===== src/rtl/pet_royale_pkg.sv =====
// Shared encodings for the pet royale combat datapath: pet word layout,
// action codes, player indices and the resolver FSM state type.
package pet_royale_pkg;

    localparam int PET_W   = 9;
    localparam int FIELD_W = 3;
    localparam int HP_LSB  = 0;
    localparam int DEF_LSB = 3;
    localparam int ATK_LSB = 6;
    localparam logic [FIELD_W-1:0] HP_MAX = 3'd7;

    localparam logic [1:0] ACT_ATTACK = 2'd0;
    localparam logic [1:0] ACT_DEFEND = 2'd1;
    localparam logic [1:0] ACT_HEAL   = 2'd2;
    localparam logic [1:0] ACT_SKIP   = 2'd3;

    localparam logic PLAYER1 = 1'b0;
    localparam logic PLAYER2 = 1'b1;

    typedef enum logic [2:0] {
        ST_IDLE,
        ST_FETCH,
        ST_CALC,
        ST_APPLY,
        ST_DONE
    } state_e;

    function automatic logic [FIELD_W-1:0] hp_of(input logic [PET_W-1:0] w);
        return w[HP_LSB +: FIELD_W];
    endfunction

endpackage


===== src/rtl/combat_damage_calc.sv =====
// Combinational attack resolution: mitigation, minimum-one damage, optional
// critical doubling (saturating at 15) and the defender's resulting HP.
module combat_damage_calc
    import pet_royale_pkg::*;
(
    input  logic [FIELD_W-1:0] atk_i,
    input  logic [FIELD_W-1:0] def_i,
    input  logic [FIELD_W-1:0] hp_i,
    input  logic               blocking_i,
    input  logic               crit_i,
    output logic [3:0]         damage_o,
    output logic [FIELD_W-1:0] new_hp_o
);

    logic [FIELD_W-1:0] mitig;
    logic signed [3:0]  raw;
    logic [3:0]         base;
    logic [4:0]         dbl;

    always_comb begin
        mitig = blocking_i ? def_i : {1'b0, def_i[2:1]};
        raw   = $signed({1'b0, atk_i}) - $signed({1'b0, mitig});
        base  = (raw < 4'sd1) ? 4'd1 : $unsigned(raw);
        dbl   = {base, 1'b0};
        if (crit_i) begin
            damage_o = (dbl > 5'd15) ? 4'd15 : dbl[3:0];
        end else begin
            damage_o = base;
        end
        // hp_i > damage implies damage fits in three bits
        new_hp_o = ({1'b0, hp_i} > damage_o) ? (hp_i - damage_o[2:0]) : 3'd0;
    end

endmodule


===== src/rtl/combat_resolver.sv =====
// Pet stat file plus a five-state action resolver (IDLE/FETCH/CALC/APPLY/DONE).
// Define COMBAT_CRIT_EN to add the crit_roll input and critical-hit doubling.
module combat_resolver
    import pet_royale_pkg::*;
#(
    parameter int HEAL_AMT    = 2,
    parameter int CRIT_THRESH = 32
) (
    input  logic             clk,
    input  logic             reset,
    input  logic             load_en,
    input  logic [2:0]       load_addr,
    input  logic [PET_W-1:0] load_data,
    input  logic             start,
    input  logic             attacker_player,
    input  logic [1:0]       attacker_idx,
    input  logic [1:0]       defender_idx,
    input  logic [1:0]       action,
`ifdef COMBAT_CRIT_EN
    input  logic [7:0]       crit_roll,
`endif
    output logic             busy,
    output logic             done,
    output logic             illegal,
    output logic [3:0]       damage_out,
    output logic             defender_ko,
    output logic [1:0]       team_wiped,
    input  logic [2:0]       rd_addr,
    output logic [PET_W-1:0] rd_data
);

    state_e             state_q, state_d;
    logic [PET_W-1:0]   stats_q [8];
    logic [1:0]         block_q;

    logic               req_player_q;
    logic [1:0]         req_att_idx_q, req_def_idx_q, req_action_q;
    logic [PET_W-1:0]   att_word_q, def_word_q;
    logic               def_block_q, illegal_q, crit_hit;
    logic [3:0]         dmg_q, calc_damage;
    logic [FIELD_W-1:0] new_hp_q, calc_new_hp, heal_hp;
    logic [4:0]         heal_sum;
    logic               res_illegal_q, res_ko_q;
    logic [3:0]         res_damage_q;

    logic [2:0]         att_addr, def_addr, wr_addr;
    logic [PET_W-1:0]   wr_data;
    logic               wr_en, fetch_illegal;

    assign att_addr = {req_player_q, req_att_idx_q};
    assign def_addr = {~req_player_q, req_def_idx_q};

    assign fetch_illegal = (hp_of(stats_q[att_addr]) == 3'd0) ||
                           ((req_action_q == ACT_ATTACK) && (hp_of(stats_q[def_addr]) == 3'd0));

`ifdef COMBAT_CRIT_EN
    logic crit_q;
    always_ff @(posedge clk) begin
        if (reset) begin
            crit_q <= 1'b0;
        end else if (state_q == ST_FETCH) begin
            crit_q <= (crit_roll < 8'(CRIT_THRESH));
        end
    end
    assign crit_hit = crit_q;
`else
    assign crit_hit = 1'b0;
`endif

    combat_damage_calc u_calc (
        .atk_i      (att_word_q[ATK_LSB +: FIELD_W]),
        .def_i      (def_word_q[DEF_LSB +: FIELD_W]),
        .hp_i       (hp_of(def_word_q)),
        .blocking_i (def_block_q),
        .crit_i     (crit_hit),
        .damage_o   (calc_damage),
        .new_hp_o   (calc_new_hp)
    );

    assign heal_sum = {2'b00, hp_of(att_word_q)} + 5'(HEAL_AMT);
    assign heal_hp  = (heal_sum > {2'b00, HP_MAX}) ? HP_MAX : heal_sum[2:0];

    always_comb begin
        state_d = state_q;
        case (state_q)
            ST_IDLE:  if (start && !load_en) state_d = ST_FETCH;
            ST_FETCH: state_d = ST_CALC;
            ST_CALC:  state_d = ST_APPLY;
            ST_APPLY: state_d = ST_DONE;
            ST_DONE:  state_d = ST_IDLE;
            default:  state_d = ST_IDLE;
        endcase
    end

    always_ff @(posedge clk) begin
        if (reset) begin
            state_q       <= ST_IDLE;
            block_q       <= 2'b00;
            req_player_q  <= 1'b0;
            req_att_idx_q <= 2'd0;
            req_def_idx_q <= 2'd0;
            req_action_q  <= ACT_ATTACK;
            att_word_q    <= '0;
            def_word_q    <= '0;
            def_block_q   <= 1'b0;
            illegal_q     <= 1'b0;
            dmg_q         <= 4'd0;
            new_hp_q      <= 3'd0;
            res_illegal_q <= 1'b0;
            res_damage_q  <= 4'd0;
            res_ko_q      <= 1'b0;
        end else begin
            state_q <= state_d;
            case (state_q)
                ST_IDLE: begin
                    if (start && !load_en) begin
                        req_player_q  <= attacker_player;
                        req_att_idx_q <= attacker_idx;
                        req_def_idx_q <= defender_idx;
                        req_action_q  <= action;
                        res_illegal_q <= 1'b0;
                        res_damage_q  <= 4'd0;
                        res_ko_q      <= 1'b0;
                    end
                end
                ST_FETCH: begin
                    att_word_q  <= stats_q[att_addr];
                    def_word_q  <= stats_q[def_addr];
                    def_block_q <= block_q[~req_player_q];
                    illegal_q   <= fetch_illegal;
                    // Acting clears its own guard so a defend lasts one opposing turn
                    if (!fetch_illegal) block_q[req_player_q] <= 1'b0;
                end
                ST_CALC: begin
                    dmg_q    <= calc_damage;
                    new_hp_q <= calc_new_hp;
                end
                ST_APPLY: begin
                    res_illegal_q <= illegal_q;
                    if (!illegal_q) begin
                        if (req_action_q == ACT_ATTACK) begin
                            res_damage_q           <= dmg_q;
                            res_ko_q               <= (new_hp_q == 3'd0);
                            block_q[~req_player_q] <= 1'b0;
                        end else if (req_action_q == ACT_DEFEND) begin
                            block_q[req_player_q] <= 1'b1;
                        end
                    end
                end
                default: ;
            endcase
        end
    end

    always_comb begin
        wr_en   = 1'b0;
        wr_addr = load_addr;
        wr_data = load_data;
        if ((state_q == ST_IDLE) && load_en) begin
            wr_en = 1'b1;
        end else if ((state_q == ST_APPLY) && !illegal_q) begin
            if (req_action_q == ACT_ATTACK) begin
                wr_en   = 1'b1;
                wr_addr = def_addr;
                wr_data = {def_word_q[PET_W-1:FIELD_W], new_hp_q};
            end else if (req_action_q == ACT_HEAL) begin
                wr_en   = 1'b1;
                wr_addr = att_addr;
                wr_data = {att_word_q[PET_W-1:FIELD_W], heal_hp};
            end
        end
    end

    always_ff @(posedge clk) begin
        if (reset) begin
            for (int i = 0; i < 8; i++) stats_q[i] <= '0;
        end else if (wr_en) begin
            stats_q[wr_addr] <= wr_data;
        end
    end

    genvar gi;
    generate
        for (gi = 0; gi < 2; gi++) begin : g_wipe
            assign team_wiped[gi] = ~|{hp_of(stats_q[4*gi]),   hp_of(stats_q[4*gi+1]),
                                       hp_of(stats_q[4*gi+2]), hp_of(stats_q[4*gi+3])};
        end
    endgenerate

    assign rd_data     = stats_q[rd_addr];
    assign busy        = (state_q != ST_IDLE);
    assign done        = (state_q == ST_DONE);
    assign illegal     = res_illegal_q;
    assign damage_out  = res_damage_q;
    assign defender_ko = res_ko_q;

endmodule


===== config.mk =====
export PLATFORM = sky130hd
export DESIGN_NAME = combat_resolver
export DESIGN_NICKNAME = d
export VERILOG_FILES = /design/src/rtl/pet_royale_pkg.sv /design/src/rtl/combat_damage_calc.sv /design/src/rtl/combat_resolver.sv
export SDC_FILE = /design/constraint.sdc
export NUM_CORES = 1
export LEC_CHECK = 0
export BUFFER_PORTS_ARGS = -buffer_cell sky130_fd_sc_hd__buf_4
export CAP_MARGIN = 10
export CELL_PAD_IN_SITES_DETAIL_PLACEMENT = 1
export CELL_PAD_IN_SITES_GLOBAL_PLACEMENT = 1
export CORE_ASPECT_RATIO = 0.8
export CORE_MARGIN = 2
export CORE_UTILIZATION = 35
export DETAILED_ROUTE_END_ITERATION = 12
export HOLD_SLACK_MARGIN = 0.08
export PLACE_DENSITY = 0.72
export SYNTH_ARGS = -nofsm -noshare
export SYNTH_HDL_FRONTEND = slang
export SYNTH_SLANG_ARGS = --single-unit

===== constraint.sdc =====
create_clock -name clk -period 4.1 [get_ports clk]
set_clock_uncertainty 0.2 [all_clocks]
set_input_delay 0.205 -clock clk [delete_from_list [all_inputs] [get_ports clk]]
set_output_delay 0.205 -clock clk [all_outputs]
set_load 0.005 [all_outputs]

# Word-level counts from Yosys, hierarchy flattened
# Memories as Yosys holds them, arrays and structs flattened. A register that Yosys moved wholly into a read port is not among the register bits.
# Cells that the tools add are included.
dict set report op_classes {
  n_addsub 3
  n_lt_le_gt_ge 7
  n_reduce_logical 26
  n_eq_ne 11
  n_mux 48
  bitwise 6
}
# operator count
set op_table {}
lappend op_table {{$mux W9} 5}
lappend op_table {{$mux W3} 11}
lappend op_table {{$reduce_or A12 Y1} 2}
lappend op_table {{$mux W1} 17}
lappend op_table {{$mux W4} 4}
lappend op_table {{$logic_not A3 Y1} 4}
lappend op_table {{$pmux W3 S4} 1}
lappend op_table {{$reduce_or A9 Y1} 1}
lappend op_table {{$mux W2} 4}
lappend op_table {{$pmux W4 S2} 1}
lappend op_table {{$reduce_and A4 Y1} 2}
lappend op_table {{$eq A3 B2 Y1 const B} 2}
lappend op_table {{$logic_and A1 B1 Y1} 6}
lappend op_table {{$ne A2 B2 Y1 const B} 3}
lappend op_table {{$add A3 B2 Y4 const B} 1}
lappend op_table {{$and A2 B2 Y2} 2}
lappend op_table {{$gt A3 B4 Y1} 1}
lappend op_table {{$gt A4 B3 Y1 const B} 1}
lappend op_table {{$logic_not A1 Y1} 4}
lappend op_table {{$lt A1 B2 Y1 const B} 2}
lappend op_table {{$lt A4 B2 Y1 const B} 1}
lappend op_table {{$not A2 Y2} 2}
lappend op_table {{$pmux W1 S2} 2}
lappend op_table {{$pmux W2 S2} 1}
lappend op_table {{17 further kinds} 21}
dict set report totals {
  mem_bits_rw 72
  in_bits 26
  mem_count 1
  ff_bits 45
}
# name words word_bits rd rd_clocked_by_memory_dff wr line_no
set mem_list {}
lappend mem_list {stats_q 8 9 11 1 8 combat_resolver.sv:33} ;# logic [PET_W-1:0] stats_q [8];

# Logic depth before layout (Yosys ltp)
dict set report depth {
  ltp_word 10
  depth_mapped 13
  depth_no_buf 13
}

# Hierarchy
# Synthesis repeated with hierarchy kept, for this count alone.
dict set report unflattened {
  hier_cells 567
  hier_area_um2 6799.0
}
# mod cells_each n_inst seq_area_each_um2 area_per_inst_um2
set modules_own_cells {}
lappend modules_own_cells {combat_resolver 520 1 3123.0 6392.4}
lappend modules_own_cells {combat_damage_calc 47 1 0.0 406.6}

# Worst setup path before layout
# Ideal clock, no wire load.
dict set report synth_timing {
  kind {reg-to-reg}
  from {register def_block_q}
  to {register new_hp_q[1]}
  path_stages_with_launch 14
  arrival_time_ns 2.830
  setup_ns 0.065
  period_less_slack_ns 3.095
  setup_slack_ns 1.005
  required_time_ns 3.835
  path_cell_list {dfxtp_1 mux2_2 ha_1 fa_1 xnor2_1 nand2b_1 nand3_1 ha_1 fa_1 nor2b_1 o21ai_0 a31oi_1 a22oi_1 nor2_1}
}
dict set report synth_via {
  elab_chain_cells 6
}
# item line_no
set synth_rtl {}
lappend synth_rtl {{start, declared} combat_resolver.sv:39} ;# logic def_block_q, illegal_q, crit_hit;
lappend synth_rtl {{start signal, assigned} combat_resolver.sv:129} ;# def_block_q <= block_q[~req_player_q];
lappend synth_rtl {{$mux W3 (*)} combat_damage_calc.sv:21} ;# mitig = blocking_i ? def_i : {1'b0, def_i[2:1]};
lappend synth_rtl {{$sub A3 B3 Y4 (*)} combat_damage_calc.sv:22} ;# raw = $signed({1'b0, atk_i}) - $signed({1'b0, mitig});
lappend synth_rtl {{$lt A4 B2 Y1} combat_damage_calc.sv:23} ;# base = (raw < 4'sd1) ? 4'd1 : $unsigned(raw);
lappend synth_rtl {{$mux W4 (*)} combat_damage_calc.sv:23}
lappend synth_rtl {{named net calc_damage[0]} combat_resolver.sv:40} ;# logic [3:0] dmg_q, calc_damage;
lappend synth_rtl {{$gt A3 B4 Y1 or $sub A3 B3 Y3 (tied branches)} combat_damage_calc.sv:31} ;# new_hp_o = ({1'b0, hp_i} > damage_o) ? (hp_i - damage_o[2:0]) : 3'd0;
lappend synth_rtl {{$mux W3 (*)} combat_damage_calc.sv:31}
lappend synth_rtl {{end signal, assigned} combat_resolver.sv:136} ;# new_hp_q <= calc_new_hp;
lappend synth_rtl {{end, declared} combat_resolver.sv:41} ;# logic [FIELD_W-1:0] new_hp_q, calc_new_hp, heal_hp;
# Mark *: on every way through the listed nets, which the timed path passes. The rest lies on a longest branch.
# A chain may end at the register's enable or synchronous reset.

# Worst setup path in the final report
# Same ends and word-level chain as after synthesis.

==> parameters.txt <==
Parameter                              Value

Outcome
  Run status    finished clean

Power and ir drop
  Logic pwr share    0.150
  Net Switching    931 uW
  Sequential group share of total power    0.410
  Cell leakage power    2.82 nW
  Proportion of power drawn by the clock network    0.439
  Power per Cell Area    428 nW/um2
  Worst supply voltage drop on vdd    0.000300 V
  Sw Ratio    0.268
  Internal cell power    2.54 mW

Clock tree
  Longest Clk Path Bufs    2
  Clock tree from TritonCTS    yes
  CTS Buf Count    17
  Total of cells resized after clock tree synthesis    0
  Clock edge transition at the registers on the reported setup and hold paths    0.06 ns
  H-tree lvl count    4
  # Post-CTS Setup Buffers    0
  Number of clock sinks seen by CTS    120
  Root buffer selected by CTS    sky130_fd_sc_hd__clkbuf_16
  Clock latency on the worst-skew pair    0.43 ns

Floorplan
  Total die area    20400 um2
  I/O pin total    45
  Die X-Extent    159 um
  Die height    128 um
  Core area    18900 um2
  Starting utilization of the core area    0.357
  Std-Cell Rows    45

Layout
  Final standard cell utilization of the core    0.428
  Commonest non-fill, non-tap cell in the layout    sky130_fd_sc_hd__nor2_1
  Inserted Diodes    0
  Combined flip-flop and latch cell area    3120 um2
  Number of filler instances in the final layout    2029
  Area of combinational cells with multiple inputs    3420 um2
  Area grow syn2layout    20.1%
  Final net count    642
  Top library cells by usage in the layout, fill and taps aside    sky130_fd_sc_hd__nor2_1, sky130_fd_sc_hd__edfxtp_1, sky130_fd_sc_hd__mux4_2, sky130_fd_sc_hd__buf_4, sky130_fd_sc_hd__dfxtp_1
  Ratio of cells with drive above 1 in the final layout    0.282

Critical path
  Number of cells on the worst reg-to-reg path    13
  Crit path DAT    3.67 ns
  Stage delay of the slowest cell on the critical path    0.41 ns
  Stages on the worst setup path    13
  Worst Path Max Fanout    4
  Critical setup path kind    flop to flop
  CP required    4.25 ns
  Cell family with most CP delay    adder cells
  Worst-path cell chain    mux2_2, ha_1, fa_1, xnor2_1, nand2b_1, nand3_1, ha_1, fa_1, nor2b_1, o21ai_0, a31oi_1, a22oi_1, nor2_1
  Nature of the critical path endpoint    flop
  Cell with the largest stage delay on the worst path    sky130_fd_sc_hd__fa_1
  Setup crit start kind    flop
  CP Buf/Inv Count    0

Timing
  Setup repair after global routing missed its margin    false
  Number of setup violations in the final report    0
  Pins over their slew limit    0
  Final-layout setup total negative slack    0 ns
  Hold violation total from the final report    0
  Slew at the pin closest to its max-slew limit    1.13 ns
  F_max    285 MHz
  Time the final worst path needs with I/O delays and setup    3.51 ns
  Period Utilization, post-route    0.856
  Relative max-transition margin    0.248

Logic synthesis
  Yosys cell types    55
  Asr flop ratio synth    0
  Cell area after technology mapping    6750 um2
  Total number of yosys warnings    0
  Number of enable-type register cells in the synthesized netlist    72
  Synthesized net count    585
  Number of instances in the synthesized netlist    551
  FF+latch count, synth    120
  Fraction of the yosys area taken by sequential cells    0.463
  Flip-flop cell with the highest count after synthesis    sky130_fd_sc_hd__edfxtp_1
  Post-synthesis average cell area    12.3 um2

Drt
  Overall via count from detail_route    4959
  Final routed wirelength across all metal layers    19900 um
  Antenna-violating nets left    0
  DR WL/cell    22.6 um
  DRC violation count after routing    0
  Iter 0 DRT Violations    376
  Number of optimization iterations in the first detailed-route pass    5
  Average vias per placed instance    5.64

Min path
  Number of instances on the worst hold path    4
  Class of the tightest hold or removal check    primary input to flop

Global routing
  Wire length of the first global-routing pass    31300 um
  Global route total overflow    0
  Total routing usage reported by global routing    0.205
  Initial antenna violation count    0
  Vias in the first global route    5225
  Largest net degree at the start of global routing    44

Place
  Half-perimeter wire length of the detailed placement result    14100 um
  Count of buffers from port buffering    44
  Final estimated routing congestion in global placement    0.874

Flow run
  Max-cap violations    0
==> flip-flops by register name, summed over array words and instances, names as in the netlist, named ones only <==
name,flops
att_word_q,9
block_q,2
damage_out,4
def_block_q,1
def_word_q,9
defender_ko,1
dmg_q,4
illegal,1
illegal_q,1
new_hp_q,3
req_action_q,2
req_att_idx_q,2
req_def_idx_q,2
req_player_q,1
state_q,3
stats_q,72
==> layer usage <==
metal  global-route usage  part of all wire  up-vias  routed length (um)
met5                    0                 0        -                   0
met4               0.0749             0.018        0                 348
met3               0.0553             0.077       25                1530
met2                0.330              0.47      196                9390
met1                0.269              0.43     2518                8580
li1                     -                 -     2220                   -
==> cells in the mapped netlist, types with 2 or more instances <==
library cell,number,area (um2)
sky130_fd_sc_hd__mux4_2,54,1220
sky130_fd_sc_hd__a2111oi_0,3,26.3
sky130_fd_sc_hd__a21oi_2,9,78.8
sky130_fd_sc_hd__buf_2,13,65.1
sky130_fd_sc_hd__nor2b_1,3,18.8
sky130_fd_sc_hd__a22oi_1,2,15.0
sky130_fd_sc_hd__o211a_1,2,20.0
sky130_fd_sc_hd__nand3_4,7,123
sky130_fd_sc_hd__fa_1,2,40.0
sky130_fd_sc_hd__nand2_1,22,82.6
sky130_fd_sc_hd__xnor2_1,4,35.0
sky130_fd_sc_hd__ha_1,6,75.1
sky130_fd_sc_hd__nor4_1,8,50.1
sky130_fd_sc_hd__nand3_1,8,40.0
sky130_fd_sc_hd__and3_1,2,12.5
sky130_fd_sc_hd__nor2_1,124,465
sky130_fd_sc_hd__nor3b_1,5,37.5
sky130_fd_sc_hd__a211oi_1,21,158
sky130_fd_sc_hd__edfxtp_1,72,2160
sky130_fd_sc_hd__inv_1,9,33.8
sky130_fd_sc_hd__buf_4,4,30.0
sky130_fd_sc_hd__dfxtp_1,48,961
sky130_fd_sc_hd__mux2_2,13,146
sky130_fd_sc_hd__nand2b_1,4,25.0
sky130_fd_sc_hd__clkbuf_1,14,52.6
sky130_fd_sc_hd__o21ai_0,5,25.0
sky130_fd_sc_hd__mux2i_1,35,350
sky130_fd_sc_hd__nand3b_1,3,22.5
sky130_fd_sc_hd__a21oi_1,14,70.1
sky130_fd_sc_hd__nor3_1,7,35.0
sky130_fd_sc_hd__buf_1,4,15.0
==> per-stage QoR <==
stage,worst slack (ns),cell area (um2),std cells,total power [mW],hold WS (ns)
finish,0.589,8110,879,3.47,0.166
global route,0.452,8110,879,3.59,0.183
CTS,0.621,8110,879,3.48,0.151
detailed placement,0.624,7280,823,1.94,0.245
global placement,0.864,7280,823,1.92,0.233
floorplan,1.01,6750,551,1.77,0.149
==> power groups by stage <==
stage | registers [mW] | logic [mW] | clock network, mW
3_5_place_dp | 1.45 | 0.499 | 0
6_report | 1.42 | 0.522 | 1.52
2_1_floorplan | 1.40 | 0.373 | 0
4_1_cts | 1.42 | 0.522 | 1.54
3_3_place_gp | 1.44 | 0.476 | 0
5_1_grt | 1.43 | 0.566 | 1.59
==> what timing repair did <==
action,in CTS,in global routing
hold buffers,24,0
endpoints found under the hold margin,95,0
setup endpoints to repair,0,0
==> area by class of cell <==
type / count / share of cell area
multi-input combinational: 386 / 0.422
timing repair buffer: 74 / 0.0759
clock inverter: 13 / 0.0191
inverter: 9 / 0.00417
sequential: 120 / 0.385
tap: 258 / 0.0398
clock buffer: 19 / 0.0534
==> tightest hold or removal path, delay by kind of cell <==
kind / cells / cell delay (ns)
simple gates: 2 / 0.18
buf+inv: 1 / 0.11
mux: 1 / 0.12
==> final timing paths <==
kind	startpoint	end	slack (ns)
max	def_block_q$_SDFFE_PP0P_	new_hp_q[1]$_SDFFE_PP0N_	0.59
min	load_addr[1]	stats_q[4][4]$_SDFFCE_PN0P_	0.17
max reg2reg	def_block_q$_SDFFE_PP0P_	new_hp_q[1]$_SDFFE_PP0N_	0.59
min reg2reg	damage_out[0]$_SDFFE_PP0P_	damage_out[0]$_SDFFE_PP0P_	0.26
==> cells by family after synthesis <==
| kind of cell | share of synthesized area |
|---|---|
| and+or+nand+nor | 0.149 |
| buffers and inverters | 0.0308 |
| xor gates and xnor gates | 0.00519 |
| adders and majority gates | 0.0171 |
| muxes | 0.259 |
| DFF | 0.463 |
| AOI/OAI and AO/OA | 0.0762 |
(Power assumes the default switching activity.)
